**src/rtl/fsm_umbrales_param_pkg.sv**
```systemverilog
// Shared definitions for the threshold/pause flow-control FSM: state encoding
// and default threshold values.
package fsm_umbrales_param_pkg;

  typedef enum logic [2:0] {
    ST_RESET  = 3'd0,
    ST_INIT   = 3'd1,
    ST_IDLE   = 3'd2,
    ST_ACTIVE = 3'd3,
    ST_ERROR  = 3'd4
  } state_t;

  localparam int unsigned DEF_UMBRAL_ALTO = 6;
  localparam int unsigned DEF_UMBRAL_BAJO = 2;

endpackage

```
**src/rtl/fsm_umbrales_param_umbral_histeresis.sv**
```systemverilog
// Per-FIFO pause flag with hysteresis: set at/above the high threshold,
// cleared at/below the low threshold, held in between; forced low when disabled.
module umbral_histeresis #(
  parameter int LW = 4
) (
  input  logic          clk,
  input  logic          reset_L,
  input  logic          i_en,
  input  logic [LW-1:0] i_level,
  input  logic [LW-1:0] i_alto,
  input  logic [LW-1:0] i_bajo,
  output logic          o_pause
);

  logic r_pause;
  logic w_set;
  logic w_clr;

  assign w_set = (i_level >= i_alto);
  assign w_clr = (i_level <= i_bajo);

  always_ff @(posedge clk or negedge reset_L) begin
    if (!reset_L) begin
      r_pause <= 1'b0;
    end else if (!i_en) begin
      r_pause <= 1'b0;
    end else if (w_set) begin
      r_pause <= 1'b1;
    end else if (w_clr) begin
      r_pause <= 1'b0;
    end
  end

  assign o_pause = r_pause;

endmodule

```
**src/rtl/fsm_umbrales_param.sv**
```systemverilog
// Flow-control FSM for N monitored FIFOs: latches thresholds in INIT, tracks
// idle/active, records sticky overflows and drives per-FIFO pause flags.
module fsm_umbrales_param
  import fsm_umbrales_param_pkg::*;
#(
  parameter int N_FIFO = 5,
  parameter int LW     = 4
) (
  input  logic                 clk,
  input  logic                 reset_L,
  input  logic                 init,
  input  logic [N_FIFO*LW-1:0] umbral_alto_in,
  input  logic [N_FIFO*LW-1:0] umbral_bajo_in,
  input  logic [N_FIFO*LW-1:0] fifo_level,
  input  logic [N_FIFO-1:0]    fifo_empty,
  input  logic [N_FIFO-1:0]    fifo_full,
  input  logic [N_FIFO-1:0]    fifo_wr,
  output logic [N_FIFO*LW-1:0] umbral_alto_out,
  output logic [N_FIFO*LW-1:0] umbral_bajo_out,
  output logic [N_FIFO-1:0]    pause,
  output logic [N_FIFO-1:0]    error_full,
  output logic                 init_out,
  output logic                 idle_out,
  output logic                 active_out,
  output logic                 error_out,
  output logic                 cfg_invalid
);

  state_t                r_state;
  state_t                w_next;
  logic [N_FIFO*LW-1:0]  r_alto;
  logic [N_FIFO*LW-1:0]  r_bajo;
  logic [N_FIFO-1:0]     r_error_full;
  logic                  r_cfg_invalid;
  logic [N_FIFO-1:0]     w_ovf;
  logic                  w_cfg_valid;
  logic                  w_pause_en;

  assign w_ovf = fifo_wr & fifo_full;

  always_comb begin
    w_cfg_valid = 1'b1;
    for (int unsigned i = 0; i < N_FIFO; i++) begin
      if (umbral_bajo_in[i*LW +: LW] >= umbral_alto_in[i*LW +: LW]) begin
        w_cfg_valid = 1'b0;
      end
    end
  end

  always_comb begin
    w_next = r_state;
    unique case (r_state)
      ST_RESET: w_next = ST_INIT;
      ST_INIT: begin
        if (!init && w_cfg_valid) w_next = ST_IDLE;
      end
      ST_IDLE, ST_ACTIVE: begin
        if (|w_ovf)           w_next = ST_ERROR;
        else if (init)        w_next = ST_INIT;
        else if (&fifo_empty) w_next = ST_IDLE;
        else                  w_next = ST_ACTIVE;
      end
      ST_ERROR: begin
        if (init) w_next = ST_INIT;
      end
      default: w_next = ST_RESET;
    endcase
  end

  always_ff @(posedge clk or negedge reset_L) begin
    if (!reset_L) begin
      r_state       <= ST_RESET;
      r_alto        <= '0;
      r_bajo        <= '0;
      r_error_full  <= '0;
      r_cfg_invalid <= 1'b0;
    end else begin
      r_state <= w_next;
      if (r_state == ST_INIT) begin
        r_alto <= umbral_alto_in;
        r_bajo <= umbral_bajo_in;
        if (w_cfg_valid)  r_cfg_invalid <= 1'b0;
        else if (!init)   r_cfg_invalid <= 1'b1;
      end else begin
        r_cfg_invalid <= 1'b0;
      end
      // Entering INIT wipes the sticky bits; otherwise any post-config state accumulates.
      if (w_next == ST_INIT) begin
        r_error_full <= '0;
      end else if (r_state == ST_IDLE || r_state == ST_ACTIVE || r_state == ST_ERROR) begin
        r_error_full <= r_error_full | w_ovf;
      end
    end
  end

  // Pause only evaluates across edges that stay inside IDLE/ACTIVE, so it drops
  // on the very edge that leaves for INIT or ERROR.
  assign w_pause_en = (r_state == ST_IDLE || r_state == ST_ACTIVE) &&
                      (w_next  == ST_IDLE || w_next  == ST_ACTIVE);

  for (genvar g = 0; g < N_FIFO; g++) begin : g_hist
    umbral_histeresis #(.LW(LW)) u_hist (
      .clk     (clk),
      .reset_L (reset_L),
      .i_en    (w_pause_en),
      .i_level (fifo_level[g*LW +: LW]),
      .i_alto  (r_alto[g*LW +: LW]),
      .i_bajo  (r_bajo[g*LW +: LW]),
      .o_pause (pause[g])
    );
  end

  assign umbral_alto_out = r_alto;
  assign umbral_bajo_out = r_bajo;
  assign error_full      = r_error_full;
  assign cfg_invalid     = r_cfg_invalid;
  assign init_out        = (r_state == ST_INIT);
  assign idle_out        = (r_state == ST_IDLE);
  assign active_out      = (r_state == ST_ACTIVE);
  assign error_out       = (r_state == ST_ERROR);

endmodule

```
**config.mk**
```make
export PLATFORM = sky130hd
export DESIGN_NAME = fsm_umbrales_param
export DESIGN_NICKNAME = d
export VERILOG_FILES = /design/src/rtl/fsm_umbrales_param_pkg.sv /design/src/rtl/fsm_umbrales_param_umbral_histeresis.sv /design/src/rtl/fsm_umbrales_param.sv
export SDC_FILE = /design/constraint.sdc
export NUM_CORES = 1
export LEC_CHECK = 0
export ABC_AREA = 1
export CORE_ASPECT_RATIO = 2
export CORE_UTILIZATION = 49
export DETAILED_ROUTE_END_ITERATION = 16
export PLACE_DENSITY = 0.83
export SLEW_MARGIN = 20
export SYNTH_ARGS = -nofsm -noshare
export SYNTH_HDL_FRONTEND = slang
export SYNTH_SLANG_ARGS = --single-unit
```
**constraint.sdc**
```tcl
create_clock -name clk -period 3.4 [get_ports clk]
set_input_delay 0.85 -clock clk [delete_from_list [all_inputs] [get_ports clk]]
set_output_delay 0.85 -clock clk [all_outputs]
set_load 0.03 [all_outputs]
```
# ---- Word level (Yosys, flattened, before mapping)
# Cells that the tools add are included.
dict set report op_classes {
  eq_ne 13
  bitwise_logic 2
  n_reduce_logical 11
  muxes 31
  n_lt_le_gt_ge 15
}
# operator n
set op_table {}
lappend op_table {{greater-or-equal comparator 4 bit} 10}
lappend op_table {{two-way mux 1 bit} 24}
lappend op_table {{less-or-equal comparator 4 bit} 5}
lappend op_table {{== test 3 x 2 -> 1 bit, second input constant} 4}
lappend op_table {{inequality test 3 x 1 -> 1 bit, second input constant} 4}
lappend op_table {{case mux 3 bit (4 select lines)} 1}
lappend op_table {{two-way mux 5 bit} 2}
lappend op_table {{two-way mux 3 bit} 3}
lappend op_table {{== test 3 x 1 -> 1 bit, second input constant} 2}
lappend op_table {{AND 5 bit} 1}
lappend op_table {{bitwise OR 5 bit} 1}
lappend op_table {{AND reduction 5 bit} 1}
lappend op_table {{OR reduction 5 bit} 1}
lappend op_table {{== test 3 bit, second input constant} 1}
lappend op_table {{zero test 3 bit} 1}
lappend op_table {{logical OR 1 bit} 3}
lappend op_table {{inequality test 3 x 2 -> 1 bit, second input constant} 1}
lappend op_table {{inequality test 3 bit, second input constant} 1}
lappend op_table {{logical AND 1 bit} 2}
lappend op_table {{two-way mux 2 bit} 1}
lappend op_table {{nonzero test 2 bit} 1}
lappend op_table {{OR reduction 2 bit} 1}
lappend op_table {{zero test 1 bit} 1}
dict set report totals {
  output_inout_bits 55
  inputBits 78
  word_cells 82
  regBits 54
}

# ---- Longest topological paths before layout
# Gate-level depths: netlist of the first run.
dict set report depth {
  ltp_word 13
  depth_mapped 13
}

# ---- Hierarchy
# A second synthesis of the first run with hierarchy kept.
dict set report unflattened {
  cells_unflattened 512
  hier_area_um2 3743.6
}
# module cells_per_inst area_each_um2 n_inst seq_area_each_um2
set modules_own_cells {}
lappend modules_own_cells {fsm_umbrales_param 302 2442.3 1 1226.2}
lappend modules_own_cells {umbral_histeresis 42 260.2 5 25.0}

# ---- Worst setup path before layout of the first run
# Ideal clock, no wire load.
dict set report synth_timing {
  path_kind {input to register}
  from {input port umbral_alto_in[7]}
  to {register r_error_full[0], in the netlist error_full[0]}
  t_required_ns 3.327
  path_buffers 0
  cell_stages 11
  arrival_ns 1.923
  setup_ns 0.073
  slack_ns 1.404
  cell_sequence {inv_1 > ha_1 > nand2_1 > nand2_1 > nor2_1 > nand3_1 > nor2_2 > nand3_1 > nand2_1 > nand2_4 > a21oi_2}
}
dict set report synth_between {
  elab_chain_len 10
}
# item line_no
set synth_rtl {}
lappend synth_rtl {{start: declaration} fsm_umbrales_param.sv:12} ;# input logic [N_FIFO*LW-1:0] umbral_alto_in,
lappend synth_rtl {{greater-or-equal comparator 4 bit *} fsm_umbrales_param.sv:44} ;# if (umbral_bajo_in[i*LW +: LW] >= umbral_alto_in[i*LW +: LW]) begin
lappend synth_rtl {{two-way mux 1 bit * (4 in a row)} fsm_umbrales_param.sv:44}
lappend synth_rtl {{logical AND 1 bit *} fsm_umbrales_param.sv:55} ;# if (!init && w_cfg_valid) w_next = ST_IDLE;
lappend synth_rtl {{two-way mux 3 bit *} fsm_umbrales_param.sv:55}
lappend synth_rtl {{case mux 3 bit (4 select lines) *} fsm_umbrales_param.sv:52} ;# unique case (r_state)
lappend synth_rtl {{via w_next[0]} fsm_umbrales_param.sv:30} ;# state_t w_next;
lappend synth_rtl {{== test 3 x 1 -> 1 bit *} fsm_umbrales_param.sv:88} ;# if (w_next == ST_INIT) begin
lappend synth_rtl {{two-way mux 5 bit or nonzero test 2 bit (tied branches)} --}
lappend synth_rtl {{end signal: assignment} fsm_umbrales_param.sv:91} ;# r_error_full <= r_error_full | w_ovf;
lappend synth_rtl {{end: declaration} fsm_umbrales_param.sv:33} ;# logic [N_FIFO-1:0] r_error_full;
# Mark *: on every way through the listed nets, which the timed path passes. The rest lies on a longest branch.
# A chain may end at the register's enable or synchronous reset.

# ---- Worst setup path in the final report of the first run
dict set report layout_timing {
  from {register r_state[1]}
  to {output port idle_out}
}
dict set report layout_between {
  elab_chain_len 1
}
# item line_no
set layout_rtl {}
lappend layout_rtl {{start: declaration} fsm_umbrales_param.sv:29} ;# state_t r_state;
lappend layout_rtl {{start signal: assignment} fsm_umbrales_param.sv:78} ;# r_state <= w_next;
lappend layout_rtl {{== test 3 x 2 -> 1 bit} fsm_umbrales_param.sv:118} ;# assign idle_out = (r_state == ST_IDLE);
lappend layout_rtl {{end: declaration} fsm_umbrales_param.sv:23} ;# output logic idle_out,
# No other way between the ends.

==> results.toml, run 1 <==
[place]
dp_slack_ns = 0.7170
dp_cells = 656
globalplace.congestion = 0.8791
dp_hpwl_mm = 7.352
numPortBuffers = 132

[pwr]
leakagePower_uw = 0.002628
seqPwrFrac_pct = 32.7
switching_share_pct = 40.60
power_frac_clock_pct = 18.4
p_total_uw = 2657
combPwrFrac_pct = 48.9
p_switching_uw = 1079
p_int_uw = 1578
powerDensity_nw_per_um2 = 518.0
ir_worst_vdd_mv = 0.3859

[setup_path]
endpoint_kind = "output port"
ff2ff_setup_slack_ns = 1.24
worstSetupPathType = "reg2out"
required_ns = 2.55
critPathMaxFanout = 4
start_kind = "register"
cp.arrival_ns = 1.92

[layout]
drive_gt1_share_pct = 6.130
final_cells = 663
nets = 709
utilization_pct = 71.13
fillCellCount = 577
syn2layout_area_growth_pct = 41.28
diodes = 0

[floorplan]
design.core.area_sq_um = 7212
rows = 44
die_x_um = 62.87
boundaryPins = 133
die_area_sq_um = 7780
die_h_um = 123.7
initial_core_util_pct = 50.35

[timing]
finalHoldViolCount = 0
fin_tns_setup_ns = 0
setup_ws_ns = 0.6304
period_share_pct = 81.46
slew-limit-headroom_pct = 54.03
setup_viol = 0
slew_violations = 0
finalClockSkew_ns = 0.002642
period_needed_ns = 2.770
max_freq_mhz = 361.1
rsz0062_at_grt = "false"
worst_slew_pin_slew_ns = 0.6896

[yosys]
synth.avg_cell_area_sq_um = 8.215
syn_inst = 442
seq_area_frac_synth_pct = 37.22
synthFlopType = "dfrtp_1"
synth_top_area_share_pct = 37.22
synth_area_leaders = "dfrtp_1, ha_1, nand2_1"
ys_warn_count = 0
async_flop_share_pct = 100.0
syn_nets = 580
yosys-top-cells-count = "nand2_1, inv_1, ha_1"
ys_ff_latch = 54
synth_edf_count = 0
yosysMostFrequentCell = "nand2_1"
synth_top_cell_by_area = "dfrtp_1"
syn_area_sq_um = 3631
synth.distinct_cells = 30

[clocking]
cts_resized = 0
ctsHoldBuffers = 0
htree_levels = 2
path_clk_slew_ns = 0.07
cts_buffers = 5
tritoncts = "done"
clkLatencyLatePin_ns = 0.29
post_cts_buffers = 0
clock-sinks = 54
cts_root_buffer = "clkbuf_16"
clock_path_buffers = 2

[grt]
met1_usage_pct = 23.69
antenna_found_initial = 0
gr-max-usage-layer = "met2"
grt_pass1_wl_mm = 15.12
grt_max_degree = 68
grt_util_all_layers_pct = 25.25
grt_use_met3_pct = 4.945
grt_pass1_vias = 3500
gr-usage-met2_pct = 49.26
overflow = 0

[flow_run]
max_cap_violations = 0

[route]
totalWireLength_mm = 9.186
via_per_inst = 5.011
drt_drc_violations_left = 0
ant_nets = 0
initialDrtViolationCount = 105
firstDrtPassIters = 4
wire_per_inst_um = 13.86
vias = 3322

[status]
status = "finished, final reports clean"

[worst_hold_path]
hp-class = "reg2reg"
## critical path, stage by stage, from the launching register on
cell and delay (ns):
dfrtp_1 0.46, inv_1 0.08, nor2_2 0.21, inv_2 0.09
nor2_1 0.11, clkdlybuf4s50_1 0.68
## stage by stage
stage	instance area [sq um]	hold WS, ns
2_1_floorplan	3631	0.5239
3_3_place_gp	4997	0.4942
3_5_place_dp	4997	0.4979
4_1_cts	5130	0.5152
5_1_grt	5130	0.5418
6_report	5130	0.5096
## routing by layer
metal,share of wire [%],up-vias
met1,36,1511
met5,0,-
li1,-,1661
met4,4.6,0
met3,4.5,31
met2,55,119
## registers in the layout, indices dropped and copies added (netlist names)
register and flops:
error_full 5, r_state 3, umbral_alto_out 20, g_hist.u_hist.o_pause 5, umbral_bajo_out 20, cfg_invalid 1
## power groups by stage
stage / logic (uW) / clock network, uW / registers [uW]
after detailed placement: 1300 / 0 / 882
final: 1300 / 489 / 869
after floorplan: 516 / 0 / 1130
after global placement: 1260 / 0 / 876
after global routing: 1430 / 524 / 886
after CTS: 1310 / 504 / 871
## final timing paths
check | start | endpoint | cells after the start
setup / recovery | r_state[1] | idle_out | 5
hold / removal | umbral_alto_out[12] | umbral_alto_out[12] | 2
setup reg to reg | r_state[1] | error_full[3] | 7
hold reg to reg | umbral_alto_out[12] | umbral_alto_out[12] | 2
max in group asynchronous | reset_L | umbral_alto_out[0] | 2
min in group asynchronous | reset_L | umbral_alto_out[14] | 1
## cells by family after synthesis
group	after synthesis	share of synthesized area, %
compound gates	86	13.30
simple gates	132	16.30
buf+inv	110	12.51
fa+ha+maj	60	20.68
flops	54	37.22
## placed cells by master (no fill, tap or decap), types with 2 or more instances in the layout
| cell type | instances |
|---|---|
| clkinv_2 | 2 |
| clkbuf_16 | 5 |
| clkbuf_1 | 2 |
| o21ai_2 | 3 |
| a21oi_1 | 23 |
| ha_1 | 60 |
| nor2_1 | 8 |
| a21boi_0 | 5 |
| o21ai_1 | 30 |
| clkdlybuf4s50_1 | 131 |
| nor2_2 | 4 |
| o21ai_0 | 17 |
| inv_1 | 91 |
| inv_2 | 4 |
| buf_4 | 3 |
| nand2_1 | 97 |
| a31oi_1 | 2 |
| dfrtp_1 | 54 |
| nand3_1 | 7 |
| nand4_1 | 7 |
| a21oi_2 | 5 |
## layout make-up
| cell class | count | area (sq um) | area share (%) |
|---|---|---|---|
| clock buffers | 7 | 132.6 | 2.585 |
| well taps | 92 | 115.1 | 2.244 |
| inverters | 97 | 366.6 | 7.146 |
| repair buffers | 135 | 1339 | 26.10 |
| flip-flops and latches | 54 | 1351 | 26.34 |
| multi-input cells | 278 | 1826 | 35.59 |
Note: power is estimated with default switching activity, not from simulation.
==> run 2, diff against run 1 <==
CORE_UTILIZATION = 41   (was 49)
PLACE_DENSITY = 0.74   (was 0.83)
clock period = 2.25 ns   (was 3.4 ns; I/O delays follow)
==> run 2 against run 1 <==
First-iteration DRC count down 7.6%. Clock skew up 0.0024 ns. Non-clock buffer count up 9. Sequential share of layout area down 0.47 points. Critical path depth unchanged. Cell count up 2.4%. Critical endpoint unchanged. Die area up 19%.
==> results.toml, run 2 (synthesis gave the netlist of run 1 again) <==
[timing]
fin_tns_setup_ns = 0
finalHoldViolCount = 0
slew_violations = 0
period_share_pct = 92.44
rsz0062_at_grt = "false"
worst_slew_pin_slew_ns = 0.3806
finalClockSkew_ns = 0.005028
setup_ws_ns = 0.1700
max_freq_mhz = 480.8
setup_viol = 0
period_needed_ns = 2.080
slew-limit-headroom_pct = 74.55

[layout]
syn2layout_area_growth_pct = 43.83
drive_gt1_share_pct = 8.463
utilization_pct = 60.81
layout_commonest_cell = "clkdlybuf4s50_1"
nets = 718
layout_common_cells = "clkdlybuf4s50_1, nand2_1, inv_1, ha_1, dfrtp_1"
diodes = 0

[route]
totalWireLength_mm = 10.05
firstDrtPassIters = 5
initialDrtViolationCount = 97
ant_nets = 0
wire_per_inst_um = 14.80
via_per_inst = 5.091
drt_drc_violations_left = 0
vias = 3457

[grt]
grt_max_degree = 35
antenna_found_initial = 0
overflow = 0
grt_pass1_wl_mm = 15.66
grt_pass1_vias = 3551
grt_util_all_layers_pct = 23.06

[setup_path]
worstSetupPathType = "reg2out"
start_kind = "register"
crit_path_max_incr_delay_ns = 0.44
critPathTopFamily = "buffers and inverters"
critPathMaxFanout = 4
crit_slowest_cell = "dfrtp_1"
cp.arrival_ns = 1.52
endpoint_kind = "output port"
critPathBufInv = 3
crit_chain = "inv_1 > nor2_2 > inv_2 > nor2_1 > dlygate4sd2_1"
required_ns = 1.69

[worst_hold_path]
hp-class = "in2async"

[clocking]
clock-sinks = 54
post_cts_buffers = 0
htree_levels = 2
clock_path_buffers = 2
cts_root_buffer = "clkbuf_16"
tritoncts = "done"
path_clk_slew_ns = 0.07
clkLatencyLatePin_ns = 0.29
cts_buffers = 5

[place]
dp_hpwl_mm = 8.294
globalplace.congestion = 0.8490
numPortBuffers = 132
dp_slack_ns = -0.1755

[pwr]
ir_worst_vdd_mv = 0.4848
leakagePower_uw = 0.002689
p_total_uw = 4086
powerDensity_nw_per_um2 = 782.5

[floorplan]
rows = 48
design.core.area_sq_um = 8588
die_x_um = 68.55
die_h_um = 135.1
boundaryPins = 133
initial_core_util_pct = 42.28
die_area_sq_um = 9259

[status]
status = "finished, final reports clean"

[flow_run]
max_cap_violations = 0
run 2: through the flow:
step | cells | hold slack (ns) | area [sq um]
floorplan | 442 | 0.2669 | 3631
global placement | 673 | 0.4416 | 5072
detailed placement | 673 | 0.4427 | 5072
CTS | 679 | 0.1266 | 5207
global route | 679 | 0.1383 | 5223
finish | 679 | 0.1222 | 5223
run 2: per-layer routing:
| layer | vias to the layer above | global-route usage, % | wire, um |
|---|---|---|---|
| li1 | 1676 | - | - |
| met1 | 1627 | 20.67 | 3258 |
| met2 | 115 | 43.95 | 5827 |
| met3 | 39 | 3.801 | 391 |
| met4 | 0 | 14.47 | 573 |
| met5 | - | 0 | 0 |
run 2: worst reg2reg max path, delay by kind of cell (launching register included):
family	cells	cell delay, ns
AND/OR/NAND/NOR	3	0.56
AO/OA/AOI/OAI	1	0.07
flip-flops	1	0.46
buffers and inverters	1	0.38
run 2: timing repair:
action                     4_1_cts  5_1_grt
cloned                           0        0
hold buffers                     0        0
setup endpoints to repair        3        5
pin swaps                        0        3
gates resized for setup          3        3
run 2: final timing paths:
check,from,end,slack (ns),cells after the start
min,reset_L,umbral_alto_out[14],0.12,1
max reg2reg,r_state[2],error_full[0],0.67,5
min in group clk,umbral_alto_out[12],umbral_alto_out[12],0.52,2
min reg2reg,umbral_alto_out[12],umbral_alto_out[12],0.52,2
max,r_state[1],idle_out,0.17,5
max in group asynchronous,reset_L,umbral_alto_out[16],1.49,2
run 2: power breakdown:
group	internal, uW	switching (uW)
sequential	1170	139
clock	432	345
combinational	817	1180
run 2: layout make-up:
class                      count  area [sq um]
clock buffer                   6         138.9
inverter                      97         366.6
multi-input combinational    278          1841
fill                         777          3366
tap                          100         125.1
sequential                    54          1351
timing repair buffer         144          1400
==> run 3, diff against run 2 <==
GPL_ROUTABILITY_DRIVEN = 1   (was not set)
SKIP_LAST_GASP = 1   (was not set)
==> results of run 3 <==
The final DEF is identical to that of run 2; final timing and power are the same.
